### config.mk
export PLATFORM = sky130hd
export DESIGN_NAME = muldiv_hilo_unit
export DESIGN_NICKNAME = d
export VERILOG_FILES = /design/src/rtl/muldiv_hilo_unit_pkg.sv /design/src/rtl/muldiv_hilo_unit_div_radix2_core.sv /design/src/rtl/muldiv_hilo_unit.sv
export SDC_FILE = /design/constraint.sdc
export NUM_CORES = 2
export LEC_CHECK = 0
export CAP_MARGIN = 25
export CORE_MARGIN = 3
export CORE_UTILIZATION = 55
export DETAILED_ROUTE_END_ITERATION = 8
export PLACE_DENSITY = 0.76
export RECOVER_POWER = 100
export SYNTH_ARGS = -nofsm -noshare
export SYNTH_HDL_FRONTEND = slang
export SYNTH_SLANG_ARGS = --single-unit
### constraint.sdc
create_clock -name clk -period 6.1 [get_ports clk]
set_clock_uncertainty 0.1 [all_clocks]
set_input_delay 1.22 -clock clk [delete_from_list [all_inputs] [get_ports clk]]
set_output_delay 1.22 -clock clk [all_outputs]
set_load 0.02 [all_outputs]
### src/rtl/muldiv_hilo_unit_pkg.sv
// rtl/muldiv_hilo_unit_pkg.sv - op codes, FSM states and op classification for the HI/LO mul/div unit
package muldiv_hilo_unit_pkg;

  typedef enum logic [2:0] {
    OP_MULT  = 3'd0,
    OP_MULTU = 3'd1,
    OP_DIV   = 3'd2,
    OP_DIVU  = 3'd3,
    OP_MTHI  = 3'd4,
    OP_MTLO  = 3'd5
  } md_op_e;

  typedef enum logic [1:0] {
    MD_IDLE,
    MD_MUL,
    MD_DIV,
    MD_DONE
  } md_state_e;

  // Multi-cycle ops are codes 0..3; codes 4..7 never stall the pipeline
  function automatic logic is_md_op(input logic [2:0] op);
    return !op[2];
  endfunction

  function automatic logic is_signed_op(input logic [2:0] op);
    return (op == OP_MULT) || (op == OP_DIV);
  endfunction

endpackage

### src/rtl/muldiv_hilo_unit_div_radix2_core.sv
// rtl/muldiv_hilo_unit_div_radix2_core.sv - restoring radix-2 divider datapath, one quotient bit per enable
module div_radix2_core #(
  parameter int WIDTH = 32
) (
  input  logic             clk,
  input  logic             rst,
  input  logic             load_i,
  input  logic             en_i,
  input  logic [WIDTH-1:0] dividend_i,
  input  logic [WIDTH-1:0] divisor_i,
  output logic [WIDTH-1:0] quot_next_o,
  output logic [WIDTH-1:0] rem_next_o
);

  logic [WIDTH-1:0] rem_q, quot_q, dvsr_q;
  logic [WIDTH:0]   shifted, trial;
  logic             fits;

  // quot_q starts as the dividend and its MSB feeds the remainder each step
  assign shifted     = {rem_q, quot_q[WIDTH-1]};
  assign trial       = shifted - {1'b0, dvsr_q};
  assign fits        = ~trial[WIDTH];
  assign rem_next_o  = fits ? trial[WIDTH-1:0] : shifted[WIDTH-1:0];
  assign quot_next_o = {quot_q[WIDTH-2:0], fits};

  always_ff @(posedge clk) begin
    if (rst) begin
      rem_q  <= '0;
      quot_q <= '0;
      dvsr_q <= '0;
    end else if (load_i) begin
      rem_q  <= '0;
      quot_q <= dividend_i;
      dvsr_q <= divisor_i;
    end else if (en_i) begin
      rem_q  <= rem_next_o;
      quot_q <= quot_next_o;
    end
  end

endmodule

### src/rtl/muldiv_hilo_unit.sv
// rtl/muldiv_hilo_unit.sv - EX-stage multi-cycle multiply/divide unit owning the HI/LO registers
module muldiv_hilo_unit
  import muldiv_hilo_unit_pkg::*;
#(
  parameter int WIDTH    = 32,
  parameter int MUL_BITS = 4
) (
  input  logic             clk,
  input  logic             rst,
  input  logic             start_i,
  input  logic [2:0]       op_i,
  input  logic [WIDTH-1:0] src_a_i,
  input  logic [WIDTH-1:0] src_b_i,
  input  logic             annul_i,
  output logic             busy_o,
  output logic             done_o,
  output logic             div_zero_o,
  output logic [WIDTH-1:0] hi_o,
  output logic [WIDTH-1:0] lo_o
);

  localparam int CNT_W     = $clog2(WIDTH) + 1;
  localparam int MUL_ITERS = WIDTH / MUL_BITS;

  md_state_e            state_q, state_d;
  logic [WIDTH-1:0]     hi_q, hi_d, lo_q, lo_d;
  logic [CNT_W-1:0]     cnt_q, cnt_d;
  logic [2*WIDTH-1:0]   acc_q, acc_d, mcand_q, mcand_d;
  logic [WIDTH-1:0]     mplier_q, mplier_d;
  logic                 neg_q, neg_d, rem_neg_q, rem_neg_d, dz_q, dz_d;
  logic                 div_load, div_en;

  logic [WIDTH-1:0]     mag_a, mag_b, quot_next, rem_next, quot_signed, rem_signed;
  logic [2*WIDTH-1:0]   mul_digit, acc_step, prod_signed;
  logic                 sign_flip;

  // Signed ops run on magnitudes; the most negative value maps onto itself as unsigned
  assign mag_a     = (is_signed_op(op_i) && src_a_i[WIDTH-1]) ? -src_a_i : src_a_i;
  assign mag_b     = (is_signed_op(op_i) && src_b_i[WIDTH-1]) ? -src_b_i : src_b_i;
  assign sign_flip = is_signed_op(op_i) && (src_a_i[WIDTH-1] ^ src_b_i[WIDTH-1]);

  assign mul_digit   = (2*WIDTH)'(mplier_q[MUL_BITS-1:0]);
  assign acc_step    = acc_q + mcand_q * mul_digit;
  assign prod_signed = neg_q ? -acc_step : acc_step;
  assign quot_signed = neg_q ? -quot_next : quot_next;
  assign rem_signed  = rem_neg_q ? -rem_next : rem_next;

  div_radix2_core #(.WIDTH(WIDTH)) u_div (
    .clk        (clk),
    .rst        (rst),
    .load_i     (div_load),
    .en_i       (div_en),
    .dividend_i (mag_a),
    .divisor_i  (mag_b),
    .quot_next_o(quot_next),
    .rem_next_o (rem_next)
  );

  always_comb begin
    state_d   = state_q;
    hi_d      = hi_q;
    lo_d      = lo_q;
    cnt_d     = cnt_q;
    acc_d     = acc_q;
    mcand_d   = mcand_q;
    mplier_d  = mplier_q;
    neg_d     = neg_q;
    rem_neg_d = rem_neg_q;
    dz_d      = dz_q;
    div_load  = 1'b0;
    div_en    = 1'b0;
    case (state_q)
      MD_IDLE: begin
        if (start_i && !annul_i) begin
          case (op_i)
            OP_MULT, OP_MULTU: begin
              acc_d    = '0;
              mcand_d  = {{WIDTH{1'b0}}, mag_a};
              mplier_d = mag_b;
              neg_d    = sign_flip;
              cnt_d    = '0;
              state_d  = MD_MUL;
            end
            OP_DIV, OP_DIVU: begin
              cnt_d = '0;
              dz_d  = (src_b_i == '0);
              if (src_b_i == '0) begin
                hi_d    = src_a_i;
                lo_d    = '1;
                state_d = MD_DONE;
              end else begin
                div_load  = 1'b1;
                neg_d     = sign_flip;
                rem_neg_d = is_signed_op(op_i) && src_a_i[WIDTH-1];
                state_d   = MD_DIV;
              end
            end
            OP_MTHI: hi_d = src_a_i;
            OP_MTLO: lo_d = src_a_i;
            default: ;
          endcase
        end
      end
      MD_MUL: begin
        if (annul_i) begin
          state_d = MD_IDLE;
        end else begin
          acc_d    = acc_step;
          mcand_d  = mcand_q << MUL_BITS;
          mplier_d = mplier_q >> MUL_BITS;
          cnt_d    = cnt_q + CNT_W'(1);
          if (cnt_q == CNT_W'(MUL_ITERS - 1)) begin
            hi_d    = prod_signed[2*WIDTH-1:WIDTH];
            lo_d    = prod_signed[WIDTH-1:0];
            dz_d    = 1'b0;
            state_d = MD_DONE;
          end
        end
      end
      MD_DIV: begin
        if (annul_i) begin
          state_d = MD_IDLE;
        end else begin
          div_en = 1'b1;
          cnt_d  = cnt_q + CNT_W'(1);
          if (cnt_q == CNT_W'(WIDTH - 1)) begin
            hi_d    = rem_signed;
            lo_d    = quot_signed;
            state_d = MD_DONE;
          end
        end
      end
      MD_DONE: state_d = MD_IDLE;
      default: state_d = MD_IDLE;
    endcase
  end

  always_ff @(posedge clk) begin
    if (rst) begin
      state_q   <= MD_IDLE;
      hi_q      <= '0;
      lo_q      <= '0;
      cnt_q     <= '0;
      acc_q     <= '0;
      mcand_q   <= '0;
      mplier_q  <= '0;
      neg_q     <= 1'b0;
      rem_neg_q <= 1'b0;
      dz_q      <= 1'b0;
    end else begin
      state_q   <= state_d;
      hi_q      <= hi_d;
      lo_q      <= lo_d;
      cnt_q     <= cnt_d;
      acc_q     <= acc_d;
      mcand_q   <= mcand_d;
      mplier_q  <= mplier_d;
      neg_q     <= neg_d;
      rem_neg_q <= rem_neg_d;
      dz_q      <= dz_d;
    end
  end

  assign busy_o     = (state_q == MD_MUL) || (state_q == MD_DIV) ||
                      ((state_q == MD_IDLE) && start_i && !annul_i && is_md_op(op_i));
  assign done_o     = (state_q == MD_DONE);
  assign div_zero_o = (state_q == MD_DONE) && dz_q;
  assign hi_o       = hi_q;
  assign lo_o       = lo_q;

endmodule

==> flow_summary.ini <==
[yosys]
async_flop_share_pct = 0
yosys_register_bits = 331
synth_most_common_cell = nand2_1
ys.flop_type = dfxtp_1
avgSynthCellArea_um2 = 7.485
ys_seq_area_share_pct = 21.27
synth_top_area_share_pct = 21.27
ys_types = 95
netlist_area_um2 = 31150
synth_edf_count = 0
synth.area.top_cells = dfxtp_1 21%, fa_1 12%, nand2_1 5.7%, and2_1 5.1%, nor2_1 5.1%
synth_cells = 4162
yosys.area.top_type = dfxtp_1
yosys_warnings = 0
synth_nets = 4526
synthTopCellsByCount = 474 x nand2_1, 421 x nor2_1, 341 x inv_1

[clock_tree]
path_clk_slew_ns = 0.06
cts_hold_buf = 0
clock_path_buffers = 3
ctsHtreeMaxLevel = 2
cts.sinks = 331
clock_latency_ns = 0.61
cts_tree = yes
cts-buffers-inserted = 40
cts_root_buf = clkbuf_16

[power]
vdd_drop_max_uv = 538.3
power-per-cell-area_nw_per_um2 = 322.4
power.leakage_nw = 16.60

[route]
post_drt_via_cell_ratio = 6.227
drtAntennaViolNets = 0
vias = 33350
drt_iter0_markers = 3927
wl_um = 117200
drtPass1Iterations = 6
drc = 0
wire_per_inst_um = 21.88

[sta]
finalHoldViolCount = 0
post-route-period-util_pct = 106.0
slew_violations = 94
worstMarginPinSlew_ns = 2.947
slew_headroom_pct = -96.50
rsz0062_at_grt = yes
fin_tns_setup_ns = -7.811
setup_ws_ns = -0.3634
max_freq_mhz = 154.7
fin_crit_ns = 6.463
whs_ns = 0.3549
finalSetupViolCount = 33

[grt]
grtUsageTotal_pct = 38.42
busiest_layer = met2
grt_max_degree = 162
antenna_found_initial = 10
grt_pass1_vias = 31860
grtUsageMet1_pct = 52.98
use_met2_pct = 58.32
gr-usage-met3_pct = 8.684
overflow = 0
grt_pass1_wl_um = 182500

[floorplanning]
die_area_um2 = 59530
coreArea_um2 = 55520
num_rows = 86
fp.dieH_um = 244.0
start_util_pct = 56.11
ioPinCount = 138
fp.dieW_um = 244.0

[worst_setup_path]
worst-path-max-fanout = 19
critPathLaunchType = flop
cp.arrival_ns = 6.82
cp.required_ns = 6.46
endpoint_kind = flop
worstSetupPathType = flop to flop

[job]
maxCapViolCount = 2

[finish]
syn_to_final_growth_pct = 25.63
drive_gt1_share_pct = 17.34
fin_nets = 4936

[hold_path]
hp-class = flop to flop

[run_status]
violations = capacitance limit, slew limit, setup timing
run_status = finished with violations

[place]
gp_congestion = 1.034
dp_hpwl_um = 87740
port-buffer-count = 137
-- metrics by stage --
step                utilization [%]  cells  setup WS [ns]  total power (W)  area [um2]
floorplan                         -   4162       -0.09406         0.007636       31600
global placement              65.59   5257        -0.5415         0.009756       36420
detailed placement            65.59   5257        -0.6699         0.009781       36420
CTS                           70.16   5347        -0.3245          0.01241       38950
global route                  70.47   5352        -0.5820          0.01326       39130
finish                        70.49   5356        -0.3634          0.01262       39140
-- timing repair --
| action | 4_1_cts | 5_1_grt |
|---|---|---|
| setup buffers | 16 | 2 |
| pin swaps | 52 | 26 |
| gates resized for setup | 175 | 45 |
| cloned | 3 | 0 |
| setup endpoints to repair | 45 | 48 |
-- state kept, by name, indices dropped and copies added (netlist names) --
register / flops
acc_q: 64
cnt_q: 6
dz_q: 1
hi_o: 32
lo_o: 32
mcand_q: 64
mplier_q: 32
neg_q: 1
rem_neg_q: 1
state_q: 2
u_div.dvsr_q: 32
u_div.quot_q: 32
u_div.rem_q: 32
-- layer usage --
metal	part of all wire [%]	wire [um]
met1	41	47960
met2	43	50900
met3	11	13210
met4	4.4	5117
met5	0.019	22
-- power by group --
part,switching (W),internal (W)
Clock,0.00111,0.00144
Combinational,0.00481,0.00258
Sequential,0.000261,0.00243
-- layout make-up --
cell class                      instances  area (um2)
Multi-Input combinational cell       3220       23640
Inverter                              344        1291
Timing Repair Buffer                  635        5244
Antenna cell                            6       15.01
Tap cell                              748       935.9
Fill cell                            4518       16390
Clock inverter                         22       260.3
Clock buffer                           50        1109
Sequential cell                       331        6639
-- worst max-delay path, stage by stage (launching register included) --
cell and delay [ns]:
dfxtp_4 0.39, buf_12 0.16, and2_1 0.16, fa_1 0.52
fa_1 0.57, fa_1 0.45, ha_4 0.27, buf_4 0.15
a211oi_2 0.24, nor2_2 0.08, a211oi_4 0.39, buf_4 0.19
xnor2_1 0.18, clkbuf_1 0.22, nor4_4 0.34, nand2_1 0.14
or3_4 0.40, or3_4 0.41, buf_4 0.16, o41ai_4 0.30
xnor2_1 0.14, a221oi_2 0.27, nor4_1 0.08
-- path summary, 6_finish.rpt --
check / start / to / slack, ns / depth (start not counted)
max: mplier_q[1] / hi_o[17] / -0.36 / 22
min: u_div.dvsr_q[31] / u_div.dvsr_q[31] / 0.35 / 2
max reg2reg: mplier_q[1] / hi_o[17] / -0.36 / 22
min reg2reg: u_div.dvsr_q[31] / u_div.dvsr_q[31] / 0.35 / 2
-- logic make-up after synthesis --
group           after synthesis  share of synthesized area [%]
xor+xnor                    242                          6.804
buf+inv                     611                          7.527
flops                       331                          21.27
simple gates               1639                          25.31
fa+ha+maj                   293                          16.18
compound gates             1015                          21.91
mux                          31                          1.004
-- cells in the final DEF, fill, tap and decap left out, types with 79 or more instances in the layout --
| master | n |
|---|---|
| nand2_1 | 468 |
| buf_4 | 459 |
| nor2_1 | 415 |
| inv_1 | 339 |
| dfxtp_1 | 327 |
| a21oi_1 | 248 |
| and2_1 | 240 |
| fa_1 | 183 |
| xnor2_1 | 142 |
| nand3_1 | 128 |
| o21ai_0 | 111 |
| nor3_1 | 84 |
| xor2_1 | 80 |
| ha_1 | 79 |
(Power assumes the default switching activity.)
